[src/rtl/counter_rr_scheduler.sv]
// -----------------------------------------------------------------------------
// counter_rr_scheduler
//
// Shares one WIDTH-bit incrementer among NUM_CH counter channels. Requests
// are served one at a time in round-robin order through a three-state FSM
// (IDLE -> GRANT -> ACK). One increment takes three cycles.
//
// Handshake (valid/ready style): req[i] acts as a level "valid" and is held
// by the requester. ack[i] is a one-cycle "done" pulse for channel i. Once a
// channel is latched in IDLE, its increment is committed; dropping req
// afterwards does not cancel it. A req bit still high in the IDLE cycle that
// follows ACK counts as a new request.
//
// Parameters:
//   NUM_CH  number of counter channels (>= 2)
//   WIDTH   bits per channel count (>= 1)
//
// Ports:
//   clk    clock, all state updates on the rising edge
//   rst_n  asynchronous active-low reset
//   req    [NUM_CH]        per-channel increment request (level)
//   clr    [NUM_CH]        per-channel synchronous clear of count and wrap flag
//   ack    [NUM_CH]        one-hot, one-cycle "increment committed" pulse
//   busy                   high while the FSM is in GRANT or ACK
//   q      [NUM_CH*WIDTH]  packed counts, channel i at [i*WIDTH +: WIDTH]
//   wrap   [NUM_CH]        sticky rollover flag per channel
//
// Build option:
//   COUNTER_SCHED_WRAP_FLAG_EN  when defined, builds the sticky wrap flags;
//                               otherwise wrap is tied to zero.
// -----------------------------------------------------------------------------
module counter_rr_scheduler #(
    parameter int NUM_CH = 2,
    parameter int WIDTH  = 4
) (
    input  logic                    clk,
    input  logic                    rst_n,
    input  logic [NUM_CH-1:0]       req,
    input  logic [NUM_CH-1:0]       clr,
    output logic [NUM_CH-1:0]       ack,
    output logic                    busy,
    output logic [NUM_CH*WIDTH-1:0] q,
    output logic [NUM_CH-1:0]       wrap
);

    localparam int PTR_W = (NUM_CH > 1) ? $clog2(NUM_CH) : 1;

    typedef enum logic [1:0] {
        IDLE  = 2'd0,
        GRANT = 2'd1,
        ACK   = 2'd2
    } state_t;

    state_t state;
    state_t next_state;

    logic [PTR_W-1:0]    ptr;
    logic [PTR_W-1:0]    sel;
    logic [PTR_W-1:0]    pick;
    logic [PTR_W-1:0]    ptr_next;
    logic                any_req;
    logic [2*NUM_CH-1:0] req_dbl;
    logic [NUM_CH-1:0]   req_rot;
    logic [NUM_CH-1:0]   sel_onehot;
    logic [NUM_CH-1:0]   write_en;
    logic [NUM_CH-1:0]   ack_next;
    logic                busy_next;

    logic [WIDTH-1:0]    cnt [NUM_CH];
    logic [WIDTH-1:0]    cur_cnt;
    logic [WIDTH-1:0]    inc_cnt;

    // -------------------------------------------------------------------------
    // Round-robin pick: rotate req so that bit 0 corresponds to ptr, find the
    // first set bit, then map the offset back to an absolute channel index.
    // -------------------------------------------------------------------------
    assign req_dbl = {req, req};
    assign req_rot = req_dbl[ptr +: NUM_CH];

    always_comb begin
        logic [PTR_W:0] idx;
        any_req = 1'b0;
        pick    = ptr;
        idx     = '0;
        for (int k = 0; k < NUM_CH; k++) begin
            if (!any_req && req_rot[k]) begin
                any_req = 1'b1;
                idx     = {1'b0, ptr} + (PTR_W+1)'(k);
                if (idx >= (PTR_W+1)'(NUM_CH)) begin
                    idx = idx - (PTR_W+1)'(NUM_CH);
                end
                pick = idx[PTR_W-1:0];
            end
        end
    end

    // -------------------------------------------------------------------------
    // FSM: state register
    // -------------------------------------------------------------------------
    always_ff @(posedge clk or negedge rst_n) begin
        if (!rst_n) begin
            state <= IDLE;
        end else begin
            state <= next_state;
        end
    end

    // -------------------------------------------------------------------------
    // FSM: next state and registered-output next values
    // -------------------------------------------------------------------------
    always_comb begin
        next_state = state;
        case (state)
            IDLE:    if (any_req) next_state = GRANT;
            GRANT:   next_state = ACK;
            ACK:     next_state = IDLE;
            default: next_state = IDLE;
        endcase
    end

    assign sel_onehot = NUM_CH'(1) << sel;
    assign write_en   = (state == GRANT) ? sel_onehot : '0;

    // ack is registered from the GRANT cycle so it lands in the ACK cycle,
    // the same cycle the new count becomes visible.
    assign ack_next  = write_en;
    assign busy_next = (next_state != IDLE);

    assign ptr_next = (sel == PTR_W'(NUM_CH-1)) ? '0 : sel + PTR_W'(1);

    // -------------------------------------------------------------------------
    // Control registers: selection, pointer, ack and busy
    // -------------------------------------------------------------------------
    always_ff @(posedge clk or negedge rst_n) begin
        if (!rst_n) begin
            sel  <= '0;
            ptr  <= '0;
            ack  <= '0;
            busy <= 1'b0;
        end else begin
            ack  <= ack_next;
            busy <= busy_next;
            if (state == IDLE && any_req) begin
                sel <= pick;
            end
            if (state == ACK) begin
                ptr <= ptr_next;
            end
        end
    end

    // -------------------------------------------------------------------------
    // Shared incrementer and per-channel count registers. clr outranks the
    // increment; only the selected channel is written during GRANT.
    // -------------------------------------------------------------------------
    assign cur_cnt = cnt[sel];
    assign inc_cnt = cur_cnt + WIDTH'(1);

    always_ff @(posedge clk or negedge rst_n) begin
        if (!rst_n) begin
            for (int i = 0; i < NUM_CH; i++) begin
                cnt[i] <= '0;
            end
        end else begin
            for (int i = 0; i < NUM_CH; i++) begin
                if (clr[i]) begin
                    cnt[i] <= '0;
                end else if (write_en[i]) begin
                    cnt[i] <= inc_cnt;
                end
            end
        end
    end

    for (genvar g = 0; g < NUM_CH; g++) begin : g_pack
        assign q[g*WIDTH +: WIDTH] = cnt[g];
    end

    // -------------------------------------------------------------------------
    // Sticky wrap flags
    // -------------------------------------------------------------------------
`ifdef COUNTER_SCHED_WRAP_FLAG_EN
    logic [NUM_CH-1:0] wrap_r;
    logic              rollover;

    // The increment rolls over exactly when the current count is all ones.
    assign rollover = &cur_cnt;

    always_ff @(posedge clk or negedge rst_n) begin
        if (!rst_n) begin
            wrap_r <= '0;
        end else begin
            for (int i = 0; i < NUM_CH; i++) begin
                if (clr[i]) begin
                    wrap_r[i] <= 1'b0;
                end else if (write_en[i] && rollover) begin
                    wrap_r[i] <= 1'b1;
                end
            end
        end
    end

    assign wrap = wrap_r;
`else
    assign wrap = '0;
`endif

endmodule

[config.mk]
export PLATFORM = sky130hd
export DESIGN_NAME = counter_rr_scheduler
export DESIGN_NICKNAME = d
export VERILOG_FILES = /design/src/rtl/counter_rr_scheduler.sv
export SDC_FILE = /design/constraint.sdc
export NUM_CORES = 1
export LEC_CHECK = 0
export ABC_CLOCK_PERIOD_IN_PS = 1610
export BUFFER_PORTS_ARGS = -buffer_cell sky130_fd_sc_hd__buf_2
export CORE_MARGIN = 1.5
export CORE_UTILIZATION = 35
export CTS_BUF_LIST = sky130_fd_sc_hd__clkbuf_8
export CTS_CLUSTER_SIZE = 16
export DETAILED_ROUTE_END_ITERATION = 12
export SYNTH_ARGS = -nofsm -noshare
export SYNTH_HDL_FRONTEND = slang
export SYNTH_SLANG_ARGS = --single-unit
export TNS_END_PERCENT = 100
[constraint.sdc]
create_clock -name clk -period 1.61 [get_ports clk]
set_clock_uncertainty 0.05 [all_clocks]
set_input_delay 0.0805 -clock clk [delete_from_list [all_inputs] [get_ports clk]]
set_output_delay 0.0805 -clock clk [all_outputs]
set_load 0.01 [all_outputs]
==> run metrics <==
number of distinct library cells after synthesis 26; Ports 19; ant diodes 0; synthesized cell area between 600 and 700 um2; min-delay worst type in2reg; most frequent cells in the layout buf_2 (16), dfrtp_1 (15), nor2_1 (8); Tmin final 1.478 ns; post-DP HPWL 889.3 um; share of layout cells above drive strength 1 34.15%; CTS Buf Count 3; FF-to-FF setup slack 0.13 ns; Initial Util between 30% and 40%; core area ~1800 um2; I/O Buffers 16; global-route wire length before repair 2014 um; Final Hold Fails 0; initial antenna violation count 0; fill count 175; #FFs+latches synth 15; multi-input logic area around 270 um2; CTS Sinks 15; vias in the first global route 489; CTS max path bufs 2; Initial DRC Count 4; Placer Congestion just under 0.7; Clk Latency, worst-skew pair about 0.24 ns; Ys Warns 0; setup violators final 0; crit-path max FO 3; WS Path Type reg2reg; Period Utilization, post-route 91.80%; gr ovfl total 0; Mapped Cells 57; die height 46.65 um; sequential share of the synthesized area 56.29%; Vias per Instance ~4.6; clk root buf clkbuf_8; final std cells w/o fill 107; nets@finish 90; H-tree lvl count 1; Avg Inst Size Synth 11.70 um2; Die X 46.65 um; # rows 15; fmax 676.6 MHz; commonest non-fill, non-tap cell in the layout buf_2; DRT Wirelength 1284 um; drt wl/cell 12.00 um; Worst Setup Slack, final 0.1320 ns; crit path launch type register; DR DRC count 0; Post-Place Setup Slack around 0.12 ns; Crit. End Element register; Final ANT Viol Nets 0; DR vias 490; overall routing resource usage 13.73%; largest net degree at the start of global routing 16; Cell Pwr Density 1547 nW/um2; Pleak 0.4452 nW; Setup Buffers After CTS 0; status finished, final reports clean; Worst Path Arrival 1.56 ns; Finished Core Util 49.57%; CTS tree yes; Cells after DPL between 90 and 100; storage element area 375.4 um2; Post-DP Area 782.0 um2; Max-Cap Viols 0; DRT Pass-1 Iters 3; Worst VDD drop 0.7178 mV; final slew viol count 0; die footprint 2176 um2; post-route cell area 874.6 um2; area growth from synthesis to layout 31.14%; Worst Path Required 1.70 ns; Fin Setup TNS 0 ns; clock-pin slew on the worst setup and hold paths 0.06 ns; RSZ-0062 raised after global routing no
[per-layer routing]
| metal | track usage (%) | vias to the layer above | share of wire (%) |
|---|---|---|---|
| met5 | 0 | - | 0 |
| met4 | 6.667 | 0 | 0.31 |
| met3 | 3.529 | 2 | 4.0 |
| met2 | 22.50 | 13 | 50 |
| met1 | 16.63 | 236 | 46 |
| li1 | - | 239 | - |
[cell usage after synthesis]
cell type / count / area share (%)
a21oi_1: 2 / 1.5
a31oi_1: 1 / 0.94
buf_4: 3 / 3.4
conb_1: 1 / 0.56
dfrtp_1: 15 / 56
ha_1: 1 / 1.9
inv_1: 2 / 1.1
mux2_1: 1 / 1.7
mux2_2: 2 / 3.4
mux2i_1: 2 / 3.0
nand2_1: 1 / 0.56
nand3_1: 1 / 0.75
nand3b_1: 1 / 1.1
nand4_1: 1 / 0.94
nand4b_1: 1 / 1.3
nor2_1: 8 / 4.5
nor2b_1: 2 / 1.9
nor3b_4: 1 / 2.8
nor4bb_1: 1 / 1.5
o21a_1: 1 / 1.1
o21ai_0: 2 / 1.5
o31ai_1: 1 / 1.1
or2_2: 1 / 0.94
or3_1: 1 / 0.94
xnor2_1: 2 / 2.6
xor2_1: 2 / 2.6
[per-stage QoR]
| step | power, W | hold WS [ns] |
|---|---|---|
| after floorplan | 0.0008812 | -0.2651 |
| after global placement | 0.001034 | -0.04917 |
| after detailed placement | 0.001046 | -0.04831 |
| after CTS | 0.001365 | 0.05079 |
| after global routing | 0.001449 | 0.05641 |
| final | 0.001353 | 0.05545 |
[worst paths after layout]
check / start / to / depth (start not counted)
min: req[1] / state[0] / 2
max in group asynchronous: rst_n / busy / 2
min reg2reg: ptr / ptr / 2
max reg2reg: sel / q[2] / 5
min in group asynchronous: rst_n / q[4] / 2
max: sel / q[2] / 5
[power by group]
part           internal, W  switching, W
Clock             0.000171      0.000129
Combinational     0.000241      0.000218
Sequential        0.000486      0.000109
[flip-flops by register name, summed over array words and instances, names as in the netlist]
register / flops
sel: 1
busy: 1
state: 2
ptr: 1
ack: 2
q: 8
[worst max-delay path: stages (launching register included)]
cell and delay [ns]:
dfrtp_1 0.40, mux2_2 0.23, ha_1 0.16, nor4bb_2 0.32, xnor2_1 0.16, nor2_1 0.05
[kinds of logic after synthesis]
group	share of synthesized area [%]
adder cells (fa/ha/maj)	1.876
multiplexers	8.067
flip-flops	56.29
other	0.5623
AND/OR/NAND/NOR	17.26
XOR/XNOR	5.254
AO/OA/AOI/OAI	6.193
buffers and inverters	4.503
[final cells by class]
class	count	area share [%]
timing repair buffer	23	16.31
tap	25	3.577
sequential	15	42.92
clock buffer	3	4.721
multi-input combinational	38	31.04
inverter	2	0.8584
clock inverter	1	0.5722
[repair_timing]
action / CTS / global route
hold buffers: 4 / 0
hold endpoints to repair: 22 / 0
endpoints found under the setup margin: 0 / 1
gates resized for setup: 0 / 1
Note: power is estimated with default switching activity, not from simulation.
